==> config.mk <==
export PLATFORM = sky130hd
export DESIGN_NAME = port_bind_arbiter
export DESIGN_NICKNAME = d
export VERILOG_FILES = /design/src/rtl/port_bind_arbiter.sv
export SDC_FILE = /design/constraint.sdc
export NUM_CORES = 1
export LEC_CHECK = 0
export ABC_AREA = 1
export BUFFER_PORTS_ARGS = -buffer_cell sky130_fd_sc_hd__buf_2
export CORE_MARGIN = 4
export CORE_UTILIZATION = 35
export DETAILED_ROUTE_END_ITERATION = 10
export SYNTH_ARGS = -nofsm -noshare
export SYNTH_HDL_FRONTEND = slang
export SYNTH_SLANG_ARGS = --single-unit
==> constraint.sdc <==
create_clock -name clk -period 8.7 [get_ports clk]
set_input_delay 1.305 -clock clk [delete_from_list [all_inputs] [get_ports clk]]
set_output_delay 1.305 -clock clk [all_outputs]
set_load 0.005 [all_outputs]
==> src/rtl/port_bind_arbiter.sv <==
// port_bind_arbiter
//   Shares a table of listening TCP port bindings between NREQ requesters.
//   Bind/release requests are arbitrated round-robin; each accepted request
//   walks the whole table (fixed latency) looking for a collision, a free slot
//   or the entry to release, then commits the table write and answers with
//   OK / TAKEN / FULL / INVALID(NOTFOUND).
//
// Optional build macro:
//   PORT_PRIV_CHECK_EN - adds priv_mask; binds below port 1024 from an
//                        unprivileged requester are rejected as INVALID.
//
// Ports:
//   clk, rst     clock, asynchronous active-high reset
//   req_valid    per-requester request strobe, held until req_ready
//   req_op       per-requester op: 0 = bind, 1 = release
//   req_port     per-requester port number, requester i at [i*PW +: PW]
//   priv_mask    (PORT_PRIV_CHECK_EN only) per-requester privilege bit
//   req_ready    one-hot accept pulse
//   resp_valid   one-hot response pulse to the accepted requester
//   resp_code    0 OK, 1 TAKEN, 2 FULL, 3 INVALID/NOTFOUND (with resp_valid)
//   busy         high from accept through the response cycle
//   bound_count  number of valid table entries
module port_bind_arbiter #(
  parameter int unsigned NREQ  = 4,
  parameter int unsigned NSLOT = 8,
  parameter int unsigned PW    = 16
) (
  input  logic                       clk,
  input  logic                       rst,
  input  logic [NREQ-1:0]            req_valid,
  input  logic [NREQ-1:0]            req_op,
  input  logic [NREQ*PW-1:0]         req_port,
`ifdef PORT_PRIV_CHECK_EN
  input  logic [NREQ-1:0]            priv_mask,
`endif
  output logic [NREQ-1:0]            req_ready,
  output logic [NREQ-1:0]            resp_valid,
  output logic [1:0]                 resp_code,
  output logic                       busy,
  output logic [$clog2(NSLOT+1)-1:0] bound_count
);

  localparam int unsigned OW = (NREQ > 1) ? $clog2(NREQ) : 1;
  localparam int unsigned IW = (NSLOT > 1) ? $clog2(NSLOT) : 1;
  localparam int unsigned CW = $clog2(NSLOT + 1);

  localparam logic [1:0] StIdle = 2'd0;
  localparam logic [1:0] StScan = 2'd1;
  localparam logic [1:0] StDone = 2'd2;
  localparam logic [1:0] StResp = 2'd3;

  localparam logic [1:0] CodeOk      = 2'd0;
  localparam logic [1:0] CodeTaken   = 2'd1;
  localparam logic [1:0] CodeFull    = 2'd2;
  localparam logic [1:0] CodeInvalid = 2'd3;

  // Binding table
  logic          tbl_valid_q [NSLOT];
  logic [PW-1:0] tbl_port_q  [NSLOT];
  logic [OW-1:0] tbl_owner_q [NSLOT];

  logic          tbl_we;
  logic [IW-1:0] tbl_wr_idx;
  logic          tbl_wr_valid;

  // Control state
  logic [1:0]    state_q, state_d;
  logic [OW-1:0] ptr_q, ptr_d;
  logic          op_q, op_d;
  logic [PW-1:0] port_q, port_d;
  logic [OW-1:0] own_q, own_d;
  logic [IW-1:0] idx_q, idx_d;
  logic          match_q, match_d;
  logic          free_found_q, free_found_d;
  logic [IW-1:0] free_idx_q, free_idx_d;
  logic [IW-1:0] hit_idx_q, hit_idx_d;
  logic          inv_q, inv_d;
  logic [1:0]    code_q, code_d;
  logic [CW-1:0] cnt_q, cnt_d;

  // Round-robin pick: first set req_valid at or above ptr_q, wrapping.
  logic          win_found;
  logic [OW-1:0] win_idx;
  logic [PW-1:0] win_port;
  logic          win_op;
  logic          accept;
  logic          slot_match;
  logic          priv_ok;

  always_comb begin
    win_found = 1'b0;
    win_idx   = '0;
    win_port  = '0;
    win_op    = 1'b0;
    for (int unsigned k = 0; k < NREQ; k++) begin
      int unsigned cand;
      cand = (int'(ptr_q) + k) % NREQ;
      if (!win_found && req_valid[cand]) begin
        win_found = 1'b1;
        win_idx   = OW'(cand);
        win_port  = req_port[cand*PW +: PW];
        win_op    = req_op[cand];
      end
    end
  end

  assign accept = (state_q == StIdle) && win_found && !rst;

`ifdef PORT_PRIV_CHECK_EN
  assign priv_ok = (win_port >= PW'(1024)) || priv_mask[win_idx];
`else
  assign priv_ok = 1'b1;
`endif

  // Release also requires the owner to match; bind only cares about the port.
  assign slot_match = tbl_valid_q[idx_q] && (tbl_port_q[idx_q] == port_q) &&
                      (!op_q || (tbl_owner_q[idx_q] == own_q));

  always_comb begin
    state_d      = state_q;
    ptr_d        = ptr_q;
    op_d         = op_q;
    port_d       = port_q;
    own_d        = own_q;
    idx_d        = idx_q;
    match_d      = match_q;
    free_found_d = free_found_q;
    free_idx_d   = free_idx_q;
    hit_idx_d    = hit_idx_q;
    inv_d        = inv_q;
    code_d       = code_q;
    cnt_d        = cnt_q;
    tbl_we       = 1'b0;
    tbl_wr_idx   = '0;
    tbl_wr_valid = 1'b0;

    case (state_q)
      StIdle: begin
        if (accept) begin
          op_d         = win_op;
          port_d       = win_port;
          own_d        = win_idx;
          ptr_d        = OW'((int'(win_idx) + 1) % NREQ);
          match_d      = 1'b0;
          free_found_d = 1'b0;
          idx_d        = '0;
          code_d       = CodeOk;
          if (!win_op && ((win_port == '0) || !priv_ok)) begin
            inv_d   = 1'b1;
            code_d  = CodeInvalid;
            state_d = StDone;
          end else begin
            inv_d   = 1'b0;
            state_d = StScan;
          end
        end
      end
      StScan: begin
        if (slot_match) begin
          match_d   = 1'b1;
          hit_idx_d = idx_q;
        end
        if (!op_q && !tbl_valid_q[idx_q] && !free_found_q) begin
          free_found_d = 1'b1;
          free_idx_d   = idx_q;
        end
        // Always walk the full table so latency does not depend on contents.
        if (idx_q == IW'(NSLOT - 1)) begin
          state_d = StDone;
        end else begin
          idx_d = idx_q + IW'(1);
        end
      end
      StDone: begin
        if (!inv_q) begin
          if (!op_q) begin
            if (match_q) begin
              code_d = CodeTaken;
            end else if (!free_found_q) begin
              code_d = CodeFull;
            end else begin
              code_d       = CodeOk;
              tbl_we       = 1'b1;
              tbl_wr_idx   = free_idx_q;
              tbl_wr_valid = 1'b1;
              cnt_d        = cnt_q + CW'(1);
            end
          end else begin
            if (match_q) begin
              code_d       = CodeOk;
              tbl_we       = 1'b1;
              tbl_wr_idx   = hit_idx_q;
              tbl_wr_valid = 1'b0;
              cnt_d        = cnt_q - CW'(1);
            end else begin
              code_d = CodeInvalid;
            end
          end
        end
        state_d = StResp;
      end
      default: begin
        state_d = StIdle;
      end
    endcase
  end

  always_ff @(posedge clk or posedge rst) begin
    if (rst) begin
      state_q      <= StIdle;
      ptr_q        <= '0;
      op_q         <= 1'b0;
      port_q       <= '0;
      own_q        <= '0;
      idx_q        <= '0;
      match_q      <= 1'b0;
      free_found_q <= 1'b0;
      free_idx_q   <= '0;
      hit_idx_q    <= '0;
      inv_q        <= 1'b0;
      code_q       <= CodeOk;
      cnt_q        <= '0;
    end else begin
      state_q      <= state_d;
      ptr_q        <= ptr_d;
      op_q         <= op_d;
      port_q       <= port_d;
      own_q        <= own_d;
      idx_q        <= idx_d;
      match_q      <= match_d;
      free_found_q <= free_found_d;
      free_idx_q   <= free_idx_d;
      hit_idx_q    <= hit_idx_d;
      inv_q        <= inv_d;
      code_q       <= code_d;
      cnt_q        <= cnt_d;
    end
  end

  always_ff @(posedge clk or posedge rst) begin
    if (rst) begin
      for (int unsigned s = 0; s < NSLOT; s++) begin
        tbl_valid_q[s] <= 1'b0;
        tbl_port_q[s]  <= '0;
        tbl_owner_q[s] <= '0;
      end
    end else if (tbl_we) begin
      // A release clears the whole entry, not just the valid bit.
      tbl_valid_q[tbl_wr_idx] <= tbl_wr_valid;
      tbl_port_q[tbl_wr_idx]  <= tbl_wr_valid ? port_q : '0;
      tbl_owner_q[tbl_wr_idx] <= tbl_wr_valid ? own_q : '0;
    end
  end

  always_comb begin
    req_ready  = '0;
    resp_valid = '0;
    resp_code  = 2'd0;
    if (accept) begin
      req_ready[win_idx] = 1'b1;
    end
    if (state_q == StResp) begin
      resp_valid[own_q] = 1'b1;
      resp_code         = code_q;
    end
  end

  assign busy        = (state_q != StIdle) || accept;
  assign bound_count = cnt_q;

endmodule

Yosys cells after proc, flatten, opt, wreduce, memory -nomap -nowiden:

Cells that the tools add are included.

* multiplexer cells: 99
* equality and inequality tests: 14
* bitwise gates (word level): 3
* order comparisons: 11
* reduce and logical (&&, ||, !) cells: 38
* add/sub/neg operators: 7
* shift-type cells: 4

Operators with widths (count)
* $shiftx 64x7->16: 4
* $bwmux 128: 1
* $mux 16: 8
* $bmux 16 s3: 1
* $demux 16 s3: 1
* $mux 2: 19
* $mux 1: 34
* $mux 3: 8
* $mux 4: 6
* $lt 2x3->1 const B: 6
* $bmux 1 s2: 8
* $bwmux 16: 1
* $eq 16x16->1: 1
* $logic_not 16->1: 1
* $ne 2x2->1 const B: 7
* $logic_and 1x1->1: 13
* $reduce_and 3->1: 4
* $bwmux 8: 1
* $ge 4x4->1 const B: 2
* $logic_not 1->1: 8
* $not 3->4: 2
* $reduce_and 2->1: 4
* $reduce_bool 2->1: 4
* $bmux 2 s3: 1
* other kinds (24): 31

* output and inout port bits: 15
* logic and storage cells: 213
* register bits after elaboration: 193
* input port bits: 74

Logic depth before layout (Yosys ltp):

Gate-level depths: netlist of the first run.

* depth after elaboration: 17
* mapped depth: 19
* depth with buffers taken out: 17

Worst setup path after synthesis of the first run:

No wires, ideal clock.

* path type: input-to-output
* start: in rst
* end: out req_ready[0]
* data required time: 7.395 ns
* path slack: 1.052 ns
* arrival: 6.343 ns
* stages: 5
* cells stage by stage: inv_1 > nand3_2 > buf_2 > buf_2 > nor2_1

* word-level cells in the longest chain between the ends: 3

Ends and longest elaborated chain
* start: declaration: RTL line 29 `input logic rst,`
* $logic_not 1->1 (no source line)
* $logic_and 1x1->1: RTL line 107 `assign accept = (state_q == StIdle) && win_found && !rst;`
* $mux 4: RTL line 259 `if (accept) begin`
* end: declaration: RTL line 36 `output logic [NREQ-1:0] req_ready,`

Every way passes these cells.

Worst setup path after layout of the first run:

* start: reg ptr_q[1]
* end: out req_ready[3]

* word-level cells in the longest chain between the ends: 17
* elaborated cells on any way between the ends: 33
* classes of those cells: add/sub: 3; order compare: 2; mux: 19; reduce/logical: 9

Ends and longest elaborated chain
* start: declaration: RTL line 68 `logic [OW-1:0] ptr_q, ptr_d;`
* start signal: assignment: RTL line 225 `ptr_q <= ptr_d;`
* parallel branches: the longest is 16 deep, another holds $lt 2x3->1
* $mux 4 (*): RTL line 259

Mark *: on every way between the ends. The select of a mux whose other input is x is not followed.

==> results.yml, run 1 <==
worst_setup_path:
  regToRegSetupSlack_ns: 4.74
  cp-end-kind: "output port"
  regToRegEndpoint: "state_q[0]"
  startpoint_type: "flip-flop"
  path_cells: "buf_4, inv_2, nand2_1, nand2_2, nand2_2, nand2_4, nor2_8, nand2_1, nor2_2, inv_2, nand3_2, nor2_1, buf_2"
  crit_arrival_ns: 3.95
  cp_max_fo: 41
  crit_start: "ptr_q[1]"
  endpoint: "req_ready[3]"
  crit_type: "reg -> out"
  cp_slowest_cell: "nand2_2"
  r2r-start: "ptr_q[1]"
  cp_slowest_stage_delay_ns: 0.53
  required_ns: 7.39
  r2r_cells: 15
global_routing:
  grt_overflow_total: 0
  grt_pass1_wl_um: 54770
  grt_pass1_vias: 10270
  track_usage_pct: 18.23
  antenna_found_initial: 1
  grt_max_degree: 79
synthesis:
  syn_inst: 1725
  ys.flop_type: "dfrtp_1"
  syn-cell-area_sq_mm: 0.01197
  syn_nets: 1814
  yosys_register_bits: 193
  synth.lib_cells_used.distinct: 43
  avgSynthCellArea_sq_um: 6.936
  yosysSeqAreaShare_pct: 40.36
  synth-async-reset-ratio_pct: 100.0
  netlist.area_leader.share_pct: 40.36
  ys_warn_count: 0
  netlist_top_cells_area: "dfrtp_1, nand2_1, o21ai_0"
  synth.largest_area_cell: "dfrtp_1"
  synth_edf_count: 0
clock_network:
  htree_levels: 4
  clk_pin_slew_ns: 0.08
  cts_buffers: 17
  clockRootBuffer: "clkbuf_16"
  ctsResizeCount: 0
  cts.path.max_buffers: 2
  ctsHoldBuffers: 0
  cts_tree: "done"
  cts_num_sinks: 193
  postCtsSetupBuffers: 0
  insertion_delay_ns: 0.44
layout:
  fillers: 3504
  mostFrequentLayoutCells: "nand2_1, o21ai_0, dfrtp_1, inv_1, nor2_1"
  diodes: 0
  design_area_sq_mm: 0.01314
  drive_above_1_share_pct: 10.25
  final_nets: 1832
  syn_to_final_growth_pct: 9.840
  layout_commonest_cell: "nand2_1"
worst_hold_path:
  hold_class: "reg -> reg"
pwr:
  comb_power_share_pct: 50.7
  intPower_uw: 2052
  swShare_pct: 47.43
  power.share.clock_pct: 19.6
  vdd_drop_max_mv: 0.1920
  leakagePower_uw: 0.006275
  powerDensity_mw_per_mm2: 297.1
  netSwitchingPower_uw: 1852
  p_seq_share_pct: 29.7
place:
  place.gp.congestion: 0.8224
  io_buffers: 88
  dp_hpwl_um: 22750
  place_area_sq_mm: 0.01258
floorplanning:
  coreArea_sq_mm: 0.03362
  core.rowCount: 67
  die_w_um: 192.9
  ios: 89
  die_y_um: 192.9
  start_util_pct: 35.59
  die_area_sq_mm: 0.03721
timing:
  maxSlewViolCount: 0
  slew_headroom_pct: 36.06
  finalClockSkew_ns: 0.01667
  fmax_mhz: 190.4
  rsz0062_at_grt: "no"
  final_hold_viol_count: 0
  period_share_pct: 60.36
  finalSetupViolations: 0
  finalCriticalPeriod_ns: 5.251
  whs_ns: 0.4679
  worst_slew_pin_slew_ns: 0.9580
  tns_ns: 0
drt:
  wl_per_cell_um: 15.04
  ant_nets: 0
  dr.pass1.iters: 5
  vias: 10810
  routed_wl_um: 33150
  vias_per_cell: 4.902
  drc_errors: 0
  drt_iter0_drc: 782
run:
  drv_cap: 0
outcome:
  status: "completed"
[critical path: cells and delay by family, from the launching register on]
kind                   cells  cell delay [ns]
and+or+nand+nor            9             2.19
buffers and inverters      4             0.94
DFF                        1             0.36
[worst min-delay path by stage]
stage / start / to / slack (ns) / cells past startpoint
4_1_cts: bound_count[3] / bound_count[3] / 0.47 / 1
6_report: bound_count[3] / bound_count[3] / 0.47 / 1
2_1_floorplan: tbl_owner_q[13] / tbl_owner_q[13] / 0.45 / 2
5_1_grt: tbl_port_q[24] / tbl_port_q[24] / 0.50 / 1
3_3_place_gp: bound_count[3] / bound_count[3] / 0.45 / 1
3_5_place_dp: bound_count[3] / bound_count[3] / 0.46 / 1
[per-stage QoR]
step	total power (uW)	util, %	instances	setup slack, ns
2_1_floorplan	2705	-	1725	1.052
3_3_place_gp	3131	37.41	2172	3.891
3_5_place_dp	3156	37.41	2172	3.889
4_1_cts	3931	39.10	2204	3.442
5_1_grt	4280	39.10	2204	3.015
6_report	3904	39.10	2204	3.449
[state kept, by name, indices dropped and copies added (netlist names), 3 cells and up]
name	cells
tbl_port_q	128
port_q	16
tbl_owner_q	16
tbl_valid_q	8
bound_count	4
free_idx_q	3
hit_idx_q	3
idx_q	3
[per-layer routing]
| layer | global-route usage [%] | up-vias | part of all wire (%) |
|---|---|---|---|
| li1 | - | 5533 | - |
| met1 | 26.60 | 5011 | 49 |
| met2 | 29.68 | 248 | 47 |
| met3 | 2.442 | 13 | 3.8 |
| met4 | 2.505 | 0 | 0.48 |
| met5 | 0 | - | 0 |
[cells by family after synthesis]
group	Yosys count	share of synthesized area, %
xor gates and xnor gates	7	0.5124
buffers and inverters	274	9.798
AOI/OAI and AO/OA	405	19.23
adders and majority gates	15	1.631
and+or+nand+nor	829	28.29
DFF	193	40.36
muxes	2	0.1778
[layout make-up]
type / count / area (sq um) / share of cell area (%)
Clock buffer: 21 / 460.4 / 3.503
Clock inverter: 11 / 106.4 / 0.8092
Inverter: 170 / 648.1 / 4.931
Sequential cell: 193 / 4836 / 36.80
Tap cell: 448 / 560.5 / 4.265
Multi-Input combinational cell: 1258 / 5978 / 45.49
Timing Repair Buffer: 103 / 553.0 / 4.208
[Yosys cell counts, types with 2 or more instances]
library cell  count
buf_1             2
nand3b_1          5
inv_2             6
dfrtp_1         193
buf_6             7
nor3_1            6
inv_1           161
ha_1             14
nand3_4           2
o21ai_1          15
xor2_1            6
nand2_2           5
buf_2            59
or2_2             6
o21ai_0         252
o22ai_1           3
nand4_1           8
o211ai_1         30
nor2_2            3
o21a_1           69
nor2_1          109
nand3_1          66
a21oi_1          29
nand2_1         607
clkbuf_1         32
nand3_2           6
buf_4             4
a21oi_2           2
clkinv_1          2
nand2_4           3
[power by group through the flow]
| stage | sequential, uW | clock, uW | combinational [uW] |
|---|---|---|---|
| floorplan | 1100 | 0 | 1610 |
| global placement | 1170 | 0 | 1960 |
| detailed placement | 1180 | 0 | 1980 |
| CTS | 1160 | 782 | 1990 |
| global route | 1180 | 817 | 2280 |
| finish | 1160 | 763 | 1980 |
No activity file was read; power rests on OpenSTA's default activity.
==> run 2: changes to the inputs <==
==> constraint.sdc (replaced) <==
create_clock -name clk -period 4.6 [get_ports clk]
set_input_delay 0.69 -clock clk [delete_from_list [all_inputs] [get_ports clk]]
set_output_delay 0.69 -clock clk [all_outputs]
set_load 0.005 [all_outputs]
==> results.yml, run 2 (synthesized netlist as in run 1, its figures left out) <==
drt:
  routed_wl_um: 33050
  vias_per_cell: 4.945
  drc_errors: 0
  vias: 10960
  ant_nets: 0
  wl_per_cell_um: 14.91
  drt_iter0_drc: 641
  dr.pass1.iters: 5
global_routing:
  grt_pass1_wl_um: 54030
  grt_max_degree: 119
  met1_usage_pct: 26.16
  antenna_found_initial: 0
  grtUsageMet2_pct: 28.98
  track_usage_pct: 17.94
  grt_pass1_vias: 10250
  met3_usage_pct: 2.786
  top_usage_layer: "met2"
  grt_overflow_total: 0
clock_network:
  clockRootBuffer: "clkbuf_16"
  cts_buffers: 17
  htree_levels: 4
  postCtsSetupBuffers: 0
  ctsHoldBuffers: 0
  cts.path.max_buffers: 2
  ctsResizeCount: 0
  insertion_delay_ns: 0.44
  cts_tree: "done"
  clk_pin_slew_ns: 0.08
  cts_num_sinks: 193
run:
  drv_cap: 0
worst_setup_path:
  crit_arrival_ns: 3.30
  startpoint_type: "flip-flop"
  cp_slowest_cell: "o21ai_0"
  r2r-start: "state_q[0]"
  path_cells: "buf_4, nand2_1, nand2_1, nand2_4, nand2_4, nor2_8, nand3_4, o21ai_0, inv_1, ha_1, inv_1, nor2_1, buf_2"
  cp_max_fo: 82
  crit_start: "ptr_q[0]"
  cp-end-kind: "output port"
  crit_type: "reg -> out"
  cp_slowest_stage_delay_ns: 0.49
  required_ns: 3.91
timing:
  fmax_mhz: 250.6
  period_share_pct: 86.75
  finalClockSkew_ns: 0.01375
  maxSlewViolCount: 0
  finalSetupViolations: 0
  final_hold_viol_count: 0
  slew_headroom_pct: 40.65
  finalCriticalPeriod_ns: 3.990
  finalWorstSetupSlack_ns: 0.6096
  tns_ns: 0
  worst_slew_pin_slew_ns: 0.8821
  rsz0062_at_grt: "no"
layout:
  syn_to_final_growth_pct: 11.00
  top_register: "tbl_port_q"
  largest_reg_flops: 128
  utilization_pct: 39.51
  final_nets: 1844
  drive_above_1_share_pct: 10.97
  diodes: 0
  stdcell_count: 2216
  layout_commonest_cell: "nand2_1"
  design_area_sq_mm: 0.01328
  reg_top3: "tbl_port_q x128, port_q x16, tbl_owner_q x16"
  mostFrequentLayoutCells: "nand2_1, o21ai_0, dfrtp_1, inv_1, nor2_1"
worst_hold_path:
  min_from: "bound_count[3]"
  hold_class: "reg -> reg"
place:
  dpl_worst_slack_ns: 1.048
  dp_hpwl_um: 22760
  post-place-cells: 2184
  place.gp.congestion: 0.8598
  io_buffers: 88
  place_area_sq_mm: 0.01267
floorplanning:
  die_area_sq_mm: 0.03721
  start_util_pct: 35.59
  ios: 89
  core.rowCount: 67
  die_w_um: 192.9
  coreArea_sq_mm: 0.03362
  die_y_um: 192.9
pwr:
  powerDensity_mw_per_mm2: 568.5
  vdd_drop_max_mv: 0.4017
  leakagePower_uw: 0.006355
outcome:
  status: "completed"
## run 2: cell count changes in the layout (fill, tap and decap cells not counted)
| cell | delta |
|---|---|
| inv_6 | +2 |
| clkbuf_8 | -1 |
| buf_4 | +11 |
| clkinv_2 | -1 |
| inv_8 | +3 |
| buf_12 | +1 |
| clkinv_4 | -3 |
| clkinvlp_4 | +1 |
| clkbuf_1 | -2 |
| bufinv_16 | +1 |
## run 2: final cells by class
cell class                      instances  area (sq um)
Tap cell                              448         560.5
Inverter                              170         644.4
Clock buffer                           18         439.2
Multi-Input combinational cell       1258          5978
Fill cell                            3505         20330
Timing Repair Buffer                  115         655.6
Clock inverter                         14         167.7
Sequential cell                       193          4836
## run 2: per-stage QoR
| stage | hold slack (ns) | power [uW] |
|---|---|---|
| 2_1_floorplan | 0.4478 | 5126 |
| 3_3_place_gp | 0.4517 | 5960 |
| 3_5_place_dp | 0.4687 | 6022 |
| 4_1_cts | 0.4800 | 7587 |
| 5_1_grt | 0.5037 | 8219 |
| 6_report | 0.4767 | 7551 |
## run 2: report_power, final
part	internal, uW	switching (uW)
Sequential	1930	252
Combinational	1200	2610
Clock	837	711
Total	3970	3580
## run 2: final timing paths
| check | slack (ns) | cells after the start | endpoint |
|---|---|---|---|
| max | 0.61 | 13 | req_ready[2] |
| min | 0.48 | 1 | bound_count[3] |
| max reg2reg | 1.42 | 12 | tbl_port_q[88] |
| min reg2reg | 0.48 | 1 | bound_count[3] |
| max in group asynchronous | 3.07 | 4 | tbl_port_q[88] |
| min in group asynchronous | 0.52 | 3 | tbl_owner_q[4] |
## run 2: critical path: cells and delay by family (launching register included)
kind	cells	cell delay [ns]
and+or+nand+nor	7	1.01
AOI/OAI and AO/OA	1	0.49
adders and majority gates	1	0.21
buffers and inverters	4	0.65
DFF	1	0.47
## run 2: routing by layer
metal  vias up  share of wire (%)
met1      5131                 48
met5         -                  0
met4         0               0.59
li1       5568                  -
met2       237                 46
met3        22                4.8
==> run 3: changes to the inputs <==
--- a/config.mk
+++ b/config.mk
@@ -8,8 +8,9 @@
 export ABC_AREA = 1
 export BUFFER_PORTS_ARGS = -buffer_cell sky130_fd_sc_hd__buf_2
 export CORE_MARGIN = 4
-export CORE_UTILIZATION = 35
+export CORE_UTILIZATION = 55
 export DETAILED_ROUTE_END_ITERATION = 10
+export PLACE_DENSITY = 0.77
 export SYNTH_ARGS = -nofsm -noshare
 export SYNTH_HDL_FRONTEND = slang
 export SYNTH_SLANG_ARGS = --single-unit
==> results.yml, run 3 (synthesized netlist as in run 1, its figures left out) <==
outcome:
  status: "completed"
timing:
  final_hold_viol_count: 0
  finalWorstSetupSlack_ns: 0.5389
  slew_headroom_pct: 33.88
  whs_ns: 0.1911
  finalSetupViolations: 0
  worst_slew_pin_slew_ns: 0.9919
  maxSlewViolCount: 0
  period_share_pct: 88.28
  rsz0062_at_grt: "no"
  fmax_mhz: 246.2
  finalClockSkew_ns: 0.01589
  finalCriticalPeriod_ns: 4.061
worst_setup_path:
  cp_slowest_stage_delay_ns: 0.47
  crit_start: "ptr_q[0]"
  crit_arrival_ns: 3.37
  cp_max_fo: 63
  cp-end-kind: "output port"
  cp_slowest_cell: "dfrtp_2"
  path_cells: "inv_4, nand2_1, nand3_2, nand2_4, nor2_8, nand3_4, o21ai_0, inv_1, ha_1, inv_1, nor2_1, buf_2"
  crit_type: "reg -> out"
  required_ns: 3.91
  startpoint_type: "flip-flop"
  cp_common_cell: "inv_1"
  r2r-start: "state_q[0]"
place:
  post-place-cells: 2006
  dpl_worst_slack_ns: 1.009
  dp_hpwl_um: 21050
  io_buffers: 88
  place.gp.congestion: 0.9113
layout:
  mostFrequentLayoutCells: "nand2_1, o21ai_0, dfrtp_1, inv_1, nor2_1"
  top_register: "tbl_port_q"
  reg_top3: "tbl_port_q x128, port_q x16, tbl_owner_q x16"
  final_nets: 1839
  diodes: 0
  stdcell_count: 2038
  largest_reg_flops: 128
  layout_commonest_cell: "nand2_1"
  syn_to_final_growth_pct: 8.753
  drive_above_1_share_pct: 10.66
drt:
  routed_wl_um: 31570
  vias_per_cell: 5.526
  drc_errors: 0
  drt_iter0_drc: 846
  wl_per_cell_um: 15.49
  dr.pass1.iters: 7
  vias: 11260
  ant_nets: 0
global_routing:
  grt_max_degree: 185
  grt_overflow_total: 0
  grt_pass1_wl_um: 53320
  track_usage_pct: 26.89
  grt_pass1_vias: 10830
  antenna_found_initial: 0
clock_network:
  cts_num_sinks: 193
  cts.path.max_buffers: 2
  ctsResizeCount: 0
  cts_tree: "done"
  cts_buffers: 17
  htree_levels: 4
  insertion_delay_ns: 0.44
  clockRootBuffer: "clkbuf_16"
  postCtsSetupBuffers: 0
  ctsHoldBuffers: 0
  clk_pin_slew_ns: 0.08
floorplanning:
  coreArea_sq_mm: 0.02122
  ios: 89
  core.rowCount: 53
  start_util_pct: 56.39
  die_w_um: 155.5
  die_y_um: 155.5
  die_area_sq_mm: 0.02418
run:
  drv_cap: 0
pwr:
  leakagePower_uw: 0.006320
  power_uw: 7478
  vdd_drop_max_mv: 0.2910
  powerDensity_mw_per_mm2: 574.7
worst_hold_path:
  hold_class: "in -> async"
==> run 3: cell types whose count changed in the layout (fill, tap and decap cells not counted), sizes merged <==
cell,delta
buf,-5
bufinv,-1
clkinv,+4
clkinvlp,-1
inv,-2
==> run 3: routing by layer <==
metal,vias up,routed length (um),track usage (%)
met1,5310,14190,37.60
met2,337,14990,43.57
met5,-,0,0
met3,50,1730,4.117
met4,0,652,7.920
li1,5565,-,-
==> run 3: worst max-delay path, delay by kind of cell (launching register included) <==
family                   cells  cell delay [ns]
adder cells (fa/ha/maj)      1             0.21
AND/OR/NAND/NOR              6             1.06
AO/OA/AOI/OAI                1             0.44
buffers and inverters        4             0.72
flip-flops                   1             0.47
==> run 3: final timing paths <==
| kind | end | slack (ns) | depth (start not counted) |
|---|---|---|---|
| max | req_ready[2] | 0.54 | 12 |
| min | bound_count[1] | 0.19 | 2 |
| min in group clk | bound_count[3] | 0.47 | 1 |
| max reg2reg | tbl_port_q[14] | 1.17 | 12 |
| max in group asynchronous | tbl_port_q[64] | 3.16 | 3 |
| min reg2reg | bound_count[3] | 0.47 | 1 |
==> run 3: final cells by class <==
cell class                 instances  area [sq um]
clock buffer                      18         429.2
multi-input combinational       1258          5978
sequential                       193          4836
timing repair buffer             110         630.6
clock inverter                    14         150.1
tap                              275         344.1
fill                            1944          8208
inverter                         170         644.4
==> run 3: power breakdown <==
group	internal [uW]	switching (uW)	total, uW
combinational	1200	2610	3810
clock	767	704	1470
sequential	1930	267	2200
==> run 3: per-stage QoR <==
stage	area [sq um]	TNS, ns	utilization (%)
2_1_floorplan	11980	-1.270	-
3_3_place_gp	12430	0	58.59
3_5_place_dp	12430	0	58.59
4_1_cts	13010	0	61.32
5_1_grt	13010	0	61.32
6_report	13010	0	61.32
